**config.mk**
```make
export PLATFORM = sky130hd
export DESIGN_NAME = frame_capture_writer
export DESIGN_NICKNAME = d
export VERILOG_FILES = /design/src/rtl/frame_capture_writer.sv
export SDC_FILE = /design/constraint.sdc
export NUM_CORES = 1
export LEC_CHECK = 0
export ABC_AREA = 1
export BUFFER_PORTS_ARGS = -buffer_cell sky130_fd_sc_hd__buf_4
export CORE_UTILIZATION = 42
export CTS_CLUSTER_SIZE = 40
export DETAILED_ROUTE_END_ITERATION = 8
export HOLD_SLACK_MARGIN = 0.08
export MAX_ROUTING_LAYER = met4
export PLACE_DENSITY = 0.58
export SYNTH_ARGS = -nofsm -noshare
export SYNTH_HDL_FRONTEND = slang
export SYNTH_SLANG_ARGS = --single-unit
```
**constraint.sdc**
```tcl
create_clock -name clk -period 9.4 [get_ports clk]
set_clock_uncertainty 0.1 [all_clocks]
set_input_delay 1.41 -clock clk [delete_from_list [all_inputs] [get_ports clk]]
set_output_delay 1.41 -clock clk [all_outputs]
set_load 0.02 [all_outputs]
```
**src/rtl/frame_capture_writer.sv**
```systemverilog
// rtl/frame_capture_writer.sv - camera RGB565 byte stream to luma words in frame memory
module frame_capture_writer #(
    parameter int WIDTH      = 320,
    parameter int HEIGHT     = 240,
    parameter int ADDR_W     = 17,
    parameter int FIFO_DEPTH = 4
) (
    input  logic              clk,
    input  logic              reset,
    input  logic              start,
    input  logic              cam_vsync,
    input  logic              cam_href,
    input  logic              cam_byte_valid,
    input  logic [7:0]        cam_data,
    output logic [ADDR_W-1:0] mem_address,
    output logic [3:0]        mem_byteenable,
    output logic              mem_chipselect,
    output logic              mem_write,
    output logic [31:0]       mem_writedata,
    output logic              mem_clken,
    input  logic              mem_waitrequest,
    output logic              busy,
    output logic              done,
    output logic              short_frame,
    output logic              overflow
);
    localparam int COL_W  = $clog2(WIDTH + 1);
    localparam int LINE_W = $clog2(HEIGHT + 1);
    localparam int PTR_W  = (FIFO_DEPTH > 1) ? $clog2(FIFO_DEPTH) : 1;
    localparam logic [COL_W-1:0]  WIDTH_C  = COL_W'(WIDTH);
    localparam logic [LINE_W-1:0] HEIGHT_C = LINE_W'(HEIGHT);
    localparam logic [LINE_W-1:0] LAST_C   = LINE_W'(HEIGHT - 1);
    localparam logic [PTR_W:0]    DEPTH_C  = (PTR_W + 1)'(FIFO_DEPTH);

    typedef enum logic [1:0] {S_IDLE, S_ARMED, S_CAPTURE, S_DRAIN} state_t;
    state_t state, state_nxt;

    logic              vsync_q, href_q, phase;
    logic [7:0]        first_byte;
    logic [COL_W-1:0]  col;
    logic [LINE_W-1:0] line;
    logic [ADDR_W-1:0] line_base;
    logic              s1_valid, s2_valid;
    logic [15:0]       s1_pixel;
    logic [ADDR_W-1:0] s1_addr, s2_addr;
    logic [7:0]        s2_luma, mem_luma;
    logic [ADDR_W-1:0] fifo_addr [FIFO_DEPTH];
    logic [7:0]        fifo_data [FIFO_DEPTH];
    logic [PTR_W-1:0]  wr_ptr, rd_ptr;
    logic [PTR_W:0]    count;

    logic vsync_fall, vsync_rise, href_rise, href_fall, phase_eff;
    logic pixel_form, line_adv, push_ok, pop;
    logic set_short, drain_done;
    logic [7:0]  r8, g8, b8;
    logic [15:0] luma_sum;

    assign vsync_fall = vsync_q & ~cam_vsync;
    assign vsync_rise = ~vsync_q & cam_vsync;
    assign href_rise  = ~href_q & cam_href;
    assign href_fall  = href_q & ~cam_href;
    assign phase_eff  = href_rise ? 1'b0 : phase;
    assign pixel_form = (state == S_CAPTURE) && cam_href && cam_byte_valid && phase_eff;
    assign line_adv   = (state == S_CAPTURE) && href_fall && (col != '0);
    assign push_ok    = s2_valid && (count != DEPTH_C);
    assign pop        = (count != '0) && (!mem_write || !mem_waitrequest);

    // Bit replication expands 5/6-bit channels to full 8-bit range.
    assign r8 = {s1_pixel[15:11], s1_pixel[15:13]};
    assign g8 = {s1_pixel[10:5],  s1_pixel[10:9]};
    assign b8 = {s1_pixel[4:0],   s1_pixel[4:2]};
    assign luma_sum = 16'd77 * {8'd0, r8} + 16'd150 * {8'd0, g8} + 16'd29 * {8'd0, b8};

    assign mem_byteenable = mem_write ? 4'hF : 4'h0;
    assign mem_chipselect = mem_write;
    assign mem_writedata  = {24'd0, mem_luma};

    always_comb begin
        state_nxt  = state;
        set_short  = 1'b0;
        drain_done = 1'b0;
        case (state)
            S_IDLE:    if (start) state_nxt = S_ARMED;
            S_ARMED:   if (vsync_fall) state_nxt = S_CAPTURE;
            S_CAPTURE: begin
                if (vsync_rise) begin
                    state_nxt = S_DRAIN;
                    set_short = (line < HEIGHT_C);
                end else if (line_adv && line == LAST_C) begin
                    state_nxt = S_DRAIN;
                end
            end
            S_DRAIN: begin
                if (count == '0 && !mem_write && !s1_valid && !s2_valid) begin
                    state_nxt  = S_IDLE;
                    drain_done = 1'b1;
                end
            end
            default: state_nxt = S_IDLE;
        endcase
    end

    always_ff @(posedge clk) begin
        if (reset) begin
            state       <= S_IDLE;
            busy        <= 1'b0;
            done        <= 1'b0;
            short_frame <= 1'b0;
            overflow    <= 1'b0;
            mem_clken   <= 1'b0;
        end else begin
            state     <= state_nxt;
            done      <= drain_done;
            mem_clken <= 1'b1;
            if (state == S_IDLE && start) begin
                busy        <= 1'b1;
                short_frame <= 1'b0;
                overflow    <= 1'b0;
            end else begin
                if (drain_done) busy <= 1'b0;
                if (set_short) short_frame <= 1'b1;
                if (s2_valid && count == DEPTH_C) overflow <= 1'b1;
            end
        end
    end

    // Capture datapath: byte pairing, position counters, two pipeline stages.
    always_ff @(posedge clk) begin
        if (reset) begin
            vsync_q <= 1'b0; href_q <= 1'b0; phase <= 1'b0; first_byte <= '0;
            col <= '0; line <= '0; line_base <= '0;
            s1_valid <= 1'b0; s1_pixel <= '0; s1_addr <= '0;
            s2_valid <= 1'b0; s2_luma <= '0; s2_addr <= '0;
        end else begin
            vsync_q <= cam_vsync;
            href_q  <= cam_href;
            if (cam_href && cam_byte_valid) begin
                phase <= ~phase_eff;
                if (!phase_eff) first_byte <= cam_data;
            end else if (href_rise) begin
                phase <= 1'b0;
            end
            if (state == S_ARMED && vsync_fall) begin
                col <= '0; line <= '0; line_base <= '0;
            end else if (pixel_form) begin
                if (col != WIDTH_C) col <= col + COL_W'(1);
            end else if (line_adv) begin
                line      <= line + LINE_W'(1);
                line_base <= line_base + ADDR_W'(WIDTH);
                col       <= '0;
            end
            s1_valid <= pixel_form && (col < WIDTH_C) && (line < HEIGHT_C);
            s1_pixel <= {first_byte, cam_data};
            s1_addr  <= line_base + ADDR_W'(col);
            s2_valid <= s1_valid;
            s2_luma  <= luma_sum[15:8];
            s2_addr  <= s1_addr;
        end
    end

    always_ff @(posedge clk) begin
        if (push_ok) begin
            fifo_addr[wr_ptr] <= s2_addr;
            fifo_data[wr_ptr] <= s2_luma;
        end
    end

    always_ff @(posedge clk) begin
        if (reset) begin
            wr_ptr <= '0; rd_ptr <= '0; count <= '0;
            mem_write <= 1'b0; mem_address <= '0; mem_luma <= '0;
        end else begin
            if (push_ok) wr_ptr <= wr_ptr + PTR_W'(1);
            if (pop)     rd_ptr <= rd_ptr + PTR_W'(1);
            case ({push_ok, pop})
                2'b10:   count <= count + (PTR_W + 1)'(1);
                2'b01:   count <= count - (PTR_W + 1)'(1);
                default: count <= count;
            endcase
            // Outputs only move when no write is outstanding or the current one completes.
            if (!mem_write || !mem_waitrequest) begin
                mem_write <= pop;
                if (pop) begin
                    mem_address <= fifo_addr[rd_ptr];
                    mem_luma    <= fifo_data[rd_ptr];
                end
            end
        end
    end
endmodule
```
-- After elaboration in Yosys (flattened, before gate mapping)
Memories as Yosys holds them, arrays and structs flattened. A register that Yosys moved wholly into a read port is not among the register bits.
Index checks and enable logic that the tools add are counted.
- flip-flop bits (word level): 120
- latch bits: 0
- bits in writable memories: 100
- memory bits (read-only): 0
- bits of input ports: 15
- output and inout bits: 60
- word-level logic and storage cells: 122
- memories kept: 2
- add/subtract/negate cells: 10
- multipliers: 3
- div/mod/pow operators: 0
- magnitude comparators: 2
- equality and inequality tests: 14
- shift operators: 0
- mux-type cells: 22
- bitwise logic cells: 10
- reductions and logical operators: 36
- memory list (name ; words ; width ; read ports ; clocked after Yosys merged registers in ; wr ports ; line ; source):
    fifo_addr ; 4 ; 17 ; 1 ; 1 ; 1 ; 47 ; logic [ADDR_W-1:0] fifo_addr [FIFO_DEPTH];
    fifo_data ; 4 ; 8 ; 1 ; 1 ; 1 ; 48 ; logic [7:0] fifo_data [FIFO_DEPTH];
- operator list (kind ; number):
    multiplier 7 x 8 -> 15 bit (first input constant) ; 2
    two-way mux 9 bit ; 3
    adder 17 x 9 -> 17 bit ; 1
    adder 17 x 9 -> 17 bit (second input constant) ; 1
    logical AND 1 bit ; 17
    adder 15 x 16 -> 16 bit ; 1
    adder 16 x 13 -> 16 bit ; 1
    multiplier 5 x 8 -> 13 bit (first input constant) ; 1
    two-way mux 1 bit ; 11
    two-way mux 2 bit ; 5
    adder 9 x 1 -> 9 bit (second input constant) ; 1
    less-than comparator 9 bit (second input constant) ; 1
    inequality test 9 bit (second input constant) ; 1
    nonzero test 9 bit ; 1
    adder 8 x 1 -> 8 bit (second input constant) ; 1
    equality test 8 bit (second input constant) ; 1
    less-than comparator 8 bit (second input constant) ; 1
    case mux 2 bit (4 select lines) ; 1
    AND reduction 2 bit ; 4
    equality test 2 bit (second input constant) ; 3
    inequality test 2 bit (second input constant) ; 3
    inverter 1 bit ; 6
    case mux 3 bit (2 select lines) ; 1
    nonzero test 2 bit ; 3
    other kinds (17) ; 26

-- Longest topological paths before layout
- depth in word-level cells: 8
- mapped depth: 28

-- Worst setup path after synthesis
OpenSTA, ideal clock, no wires.
- kind: reg2reg
- start: register s1_pixel[8]
- end: register s2_luma[7]
- library setup time: 0.115 ns
- arrival time: 5.602 ns
- setup slack: 3.583 ns
- stages on the path, launching flop included: 28
- cell sequence: dfxtp_1 -> ha_1 -> ha_1 -> ha_1 -> inv_1 -> fa_1 -> inv_1 -> ha_1 -> a21oi_1 -> o21ai_0 -> a21oi_1 -> xnor2_1 -> fa_1 -> fa_1 -> inv_1 -> fa_1 -> fa_1 -> inv_1 -> ha_1 -> nand2_1 -> inv_1 -> nand2_1 -> inv_1 -> and2_1 -> nand2_1 -> nand2_1 -> a21oi_1 -> nor2_1
- longest elaborated chain between the ends: 3
- RTL lines (element ; line ; source):
    start, declared ; 44 ; logic [15:0] s1_pixel;
    start signal, assigned ; 153 ; s1_pixel <= {first_byte, cam_data};
    multiplier 7 x 8 -> 15 bit ; 72 ; assign luma_sum = 16'd77 * {8'd0, r8} + 16'd150 * {8'd0, g8} + 16'd29 * {8'd0, b8};
    adder 15 x 16 -> 16 bit ; 72 ;
    adder 16 x 13 -> 16 bit ; 72 ;
    end signal, assigned ; 156 ; s2_luma <= luma_sum[15:8];
    end, declared ; 46 ; logic [7:0] s2_luma, mem_luma;
Every way passes these cells.
A chain may end at the register's enable or synchronous reset.

-- Worst setup path in the final report
- start: register s1_pixel[8]
- end: register s2_luma[5]
The elaborated chain is that of the path after synthesis.

==> results.toml <==
[global_routing]
grt_overflow = 0
top_usage_layer = "met2"
antenna_found_initial = 0
met1_usage_pct = 23.3
grt_util_all_layers_pct = 17.1
grt_max_degree = 61
grt_use_met3_pct = 2.52
grt_pass1_vias = 8413
gr-usage-met2_pct = 26.8
grt_pass1_wl_um = 41500

[layout]
final_cell_mix = "inv_1, nor2_1, nand2_1, dfxtp_1, o21ai_0"
final_nets = 1582
num-fill-cells = 2802
diodes = 0
final_layout_size_suffix_gt1_share_pct = 9.37
area.growth.synth_to_final_pct = 12.0
final_common_cell = "inv_1"

[worst_setup_path]
critPathKind = "reg2reg"
r2r_cells = 26
critPathSlowestCell = "fa_1"
cp_max_fo = 5
worstPathArrival_ps = 6520
critPathCaptureType = "flip-flop"
critPathMaxStageDelay_ps = 550
cp-start-kind = "flip-flop"
critPathRequiredTime_ps = 9730

[synth]
ys.warnings.count = 0
ys_ff_latch = 239
synth_compound_area_share_pct = 10.0
synth.area.top_cells = "edfxtp_1, dfxtp_1, ha_1, fa_1, inv_1"
synth_edf_count = 100
synthCells = 1373
ys_types = 41
ys_seq_area_share_pct = 45.9
synth_fa_ha_area_share_pct = 18.9
avgSynthCellArea_um2 = 9.17
synthXorXnorAreaFrac_pct = 0.904
async_reset_ff_share_pct = 0
synthMuxAreaShare_pct = 0
synth_top_family_by_area = "adder cells"
yosys.area_share.simple_pct = 14.5
yosys.area.top_type_share_pct = 23.8
synth-main-ff-cell = "dfxtp_1"
synth_largest_area_cell = "edfxtp_1"
syn_area_mm2 = 0.0126

[worst_hold_path]
hold_class = "reg2reg"
min_path_cells = 2

[power]
combPwrFrac_pct = 34.1
ir_worst_vdd_mv = 0.118
power_leakage_nw = 6.15
clock_power_share_pct = 30.3
p_sw_share_pct = 35.6
pwr-share-seq_pct = 35.6
power.internal_w = 0.00225
p_sw_w = 0.00125
powerDensity_mw_per_mm2 = 248

[cts]
clockBufferDepth = 3
numClockSinks = 239
cts_max_level = 1
post_cts_buffers = 0
clkLatencyLatePin_ps = 530
ctsRootBufferMaster = "clkbuf_16"
numCtsBuffers = 26
post_cts_resized = 0
path_clk_slew_ps = 70
cts_tree = "built"
holdBufCountCts = 0

[sta]
slew_viol_final = 0
finalSetupViolCount = 0
tightest_slew_ps = 928
clock.fmax_mhz = 162
hold_viol_final = 0
fin_tns_setup_ps = 0
period_share_pct = 65.9
fin_crit_ps = 6190
slew-limit-headroom_pct = 38.1
setup_ws_ps = 3210
rsz0062_at_grt = "false"

[drt]
routed_via_density = 4.73
ant_nets = 0
wl_per_cell_um = 13.5
drt_first_pass_iters = 5
wirelength_um = 24600
drt_iter0_drc = 487
vias = 8610
drcViolationCount = 0

[placement]
numPortBuffers = 50
gp_congestion = 0.863
place_ws_ps = 3230
dp_hpwl_um = 16900

[floorplan]
design.core.area_mm2 = 0.0296
die_x_um = 175
num_rows = 63
ioPinCount = 75
start_util_pct = 42.6
dieHeight_um = 175
dieArea_mm2 = 0.0307

[job]
maxCapViolations = 0

[outcome]
outcome = "finished clean"
-- per-stage QoR --
stage | util [%] | instances | area, um2 | total power (W) | hold slack (ps)
after CTS | 47.7 | 1820 | 14100 | 0.00354 | 292
after global routing | 47.7 | 1820 | 14100 | 0.00377 | 317
after floorplan | - | 1396 | 12700 | 0.00216 | 288
after global placement | 44.6 | 1772 | 13200 | 0.00245 | 290
after detailed placement | 44.6 | 1772 | 13200 | 0.00247 | 295
final | 47.7 | 1820 | 14100 | 0.00350 | 291
-- logic make-up after synthesis --
family,after synthesis
AOI/OAI and AO/OA,238
xor gates and xnor gates,13
adders and majority gates,157
buffers and inverters,283
DFF,239
other,1
and+or+nand+nor,442
-- area by class of cell --
type / instances / area (um2) / area share, %
clock buffer: 35 / 724 / 5.14
tap: 390 / 488 / 3.46
sequential: 239 / 5790 / 41.0
clock inverter: 13 / 185 / 1.31
timing repair buffer: 53 / 398 / 2.82
multi-input combinational: 874 / 5710 / 40.5
inverter: 216 / 815 / 5.77
-- registers in the layout, indices dropped and copies added (netlist names), 2 cells and up --
signal and cells:
first_byte 8, state 2, line 8, fifo_addr 68, line_base 11, mem_luma 8
count 3, s2_addr 17, mem_address 17, s1_pixel 16, s2_luma 8, s1_addr 17
fifo_data 32, rd_ptr 2, wr_ptr 2, col 9
-- layer usage --
layer | routed length [um] | up-vias
met5 | 0 | -
met4 | 454 | 0
met3 | 964 | 42
met2 | 10900 | 143
met1 | 12300 | 3948
li1 | - | 4477
-- critical path, delay by kind of cell (launching register included) --
family / cells / cell delay, ps
AO/OA/AOI/OAI: 4 / 700
XOR/XNOR: 1 / 160
adder cells (fa/ha/maj): 10 / 4010
buffers and inverters: 5 / 240
flip-flops: 1 / 410
AND/OR/NAND/NOR: 6 / 470
-- final timing paths --
| kind | start | to | slack, ps |
|---|---|---|---|
| setup / recovery | s1_pixel[8] | s2_luma[5] | 3210 |
| hold / removal | s1_addr[6] | s2_addr[6] | 290 |
| setup reg to reg | s1_pixel[8] | s2_luma[5] | 3210 |
| hold reg to reg | s1_addr[6] | s2_addr[6] | 290 |
-- power by group through the flow --
stage / combinational (W) / sequential (W) / clock, W
finish: 0.00119 / 0.00125 / 0.00106
global route: 0.00138 / 0.00126 / 0.00113
CTS: 0.00121 / 0.00125 / 0.00109
detailed placement: 0.00120 / 0.00127 / 0
global placement: 0.00119 / 0.00127 / 0
floorplan: 0.000837 / 0.00132 / 0
-- synthesized netlist by cell type, types with 3 or more instances --
cell type	count
nand3_1	44
nor2_2	6
nor2_1	204
buf_2	14
inv_1	205
a31oi_1	27
and2_1	3
o21ai_1	7
xnor2_1	6
o21bai_1	3
o21ai_0	115
dfxtp_1	139
a21oi_1	76
fa_1	56
buf_4	30
inv_2	9
ha_1	101
nor3_1	15
edfxtp_1	100
a21oi_2	4
clkbuf_1	19
nand2_1	154
xor2_1	7
nand4_1	4
nand2_2	4
No activity file was read; power rests on OpenSTA's default activity.
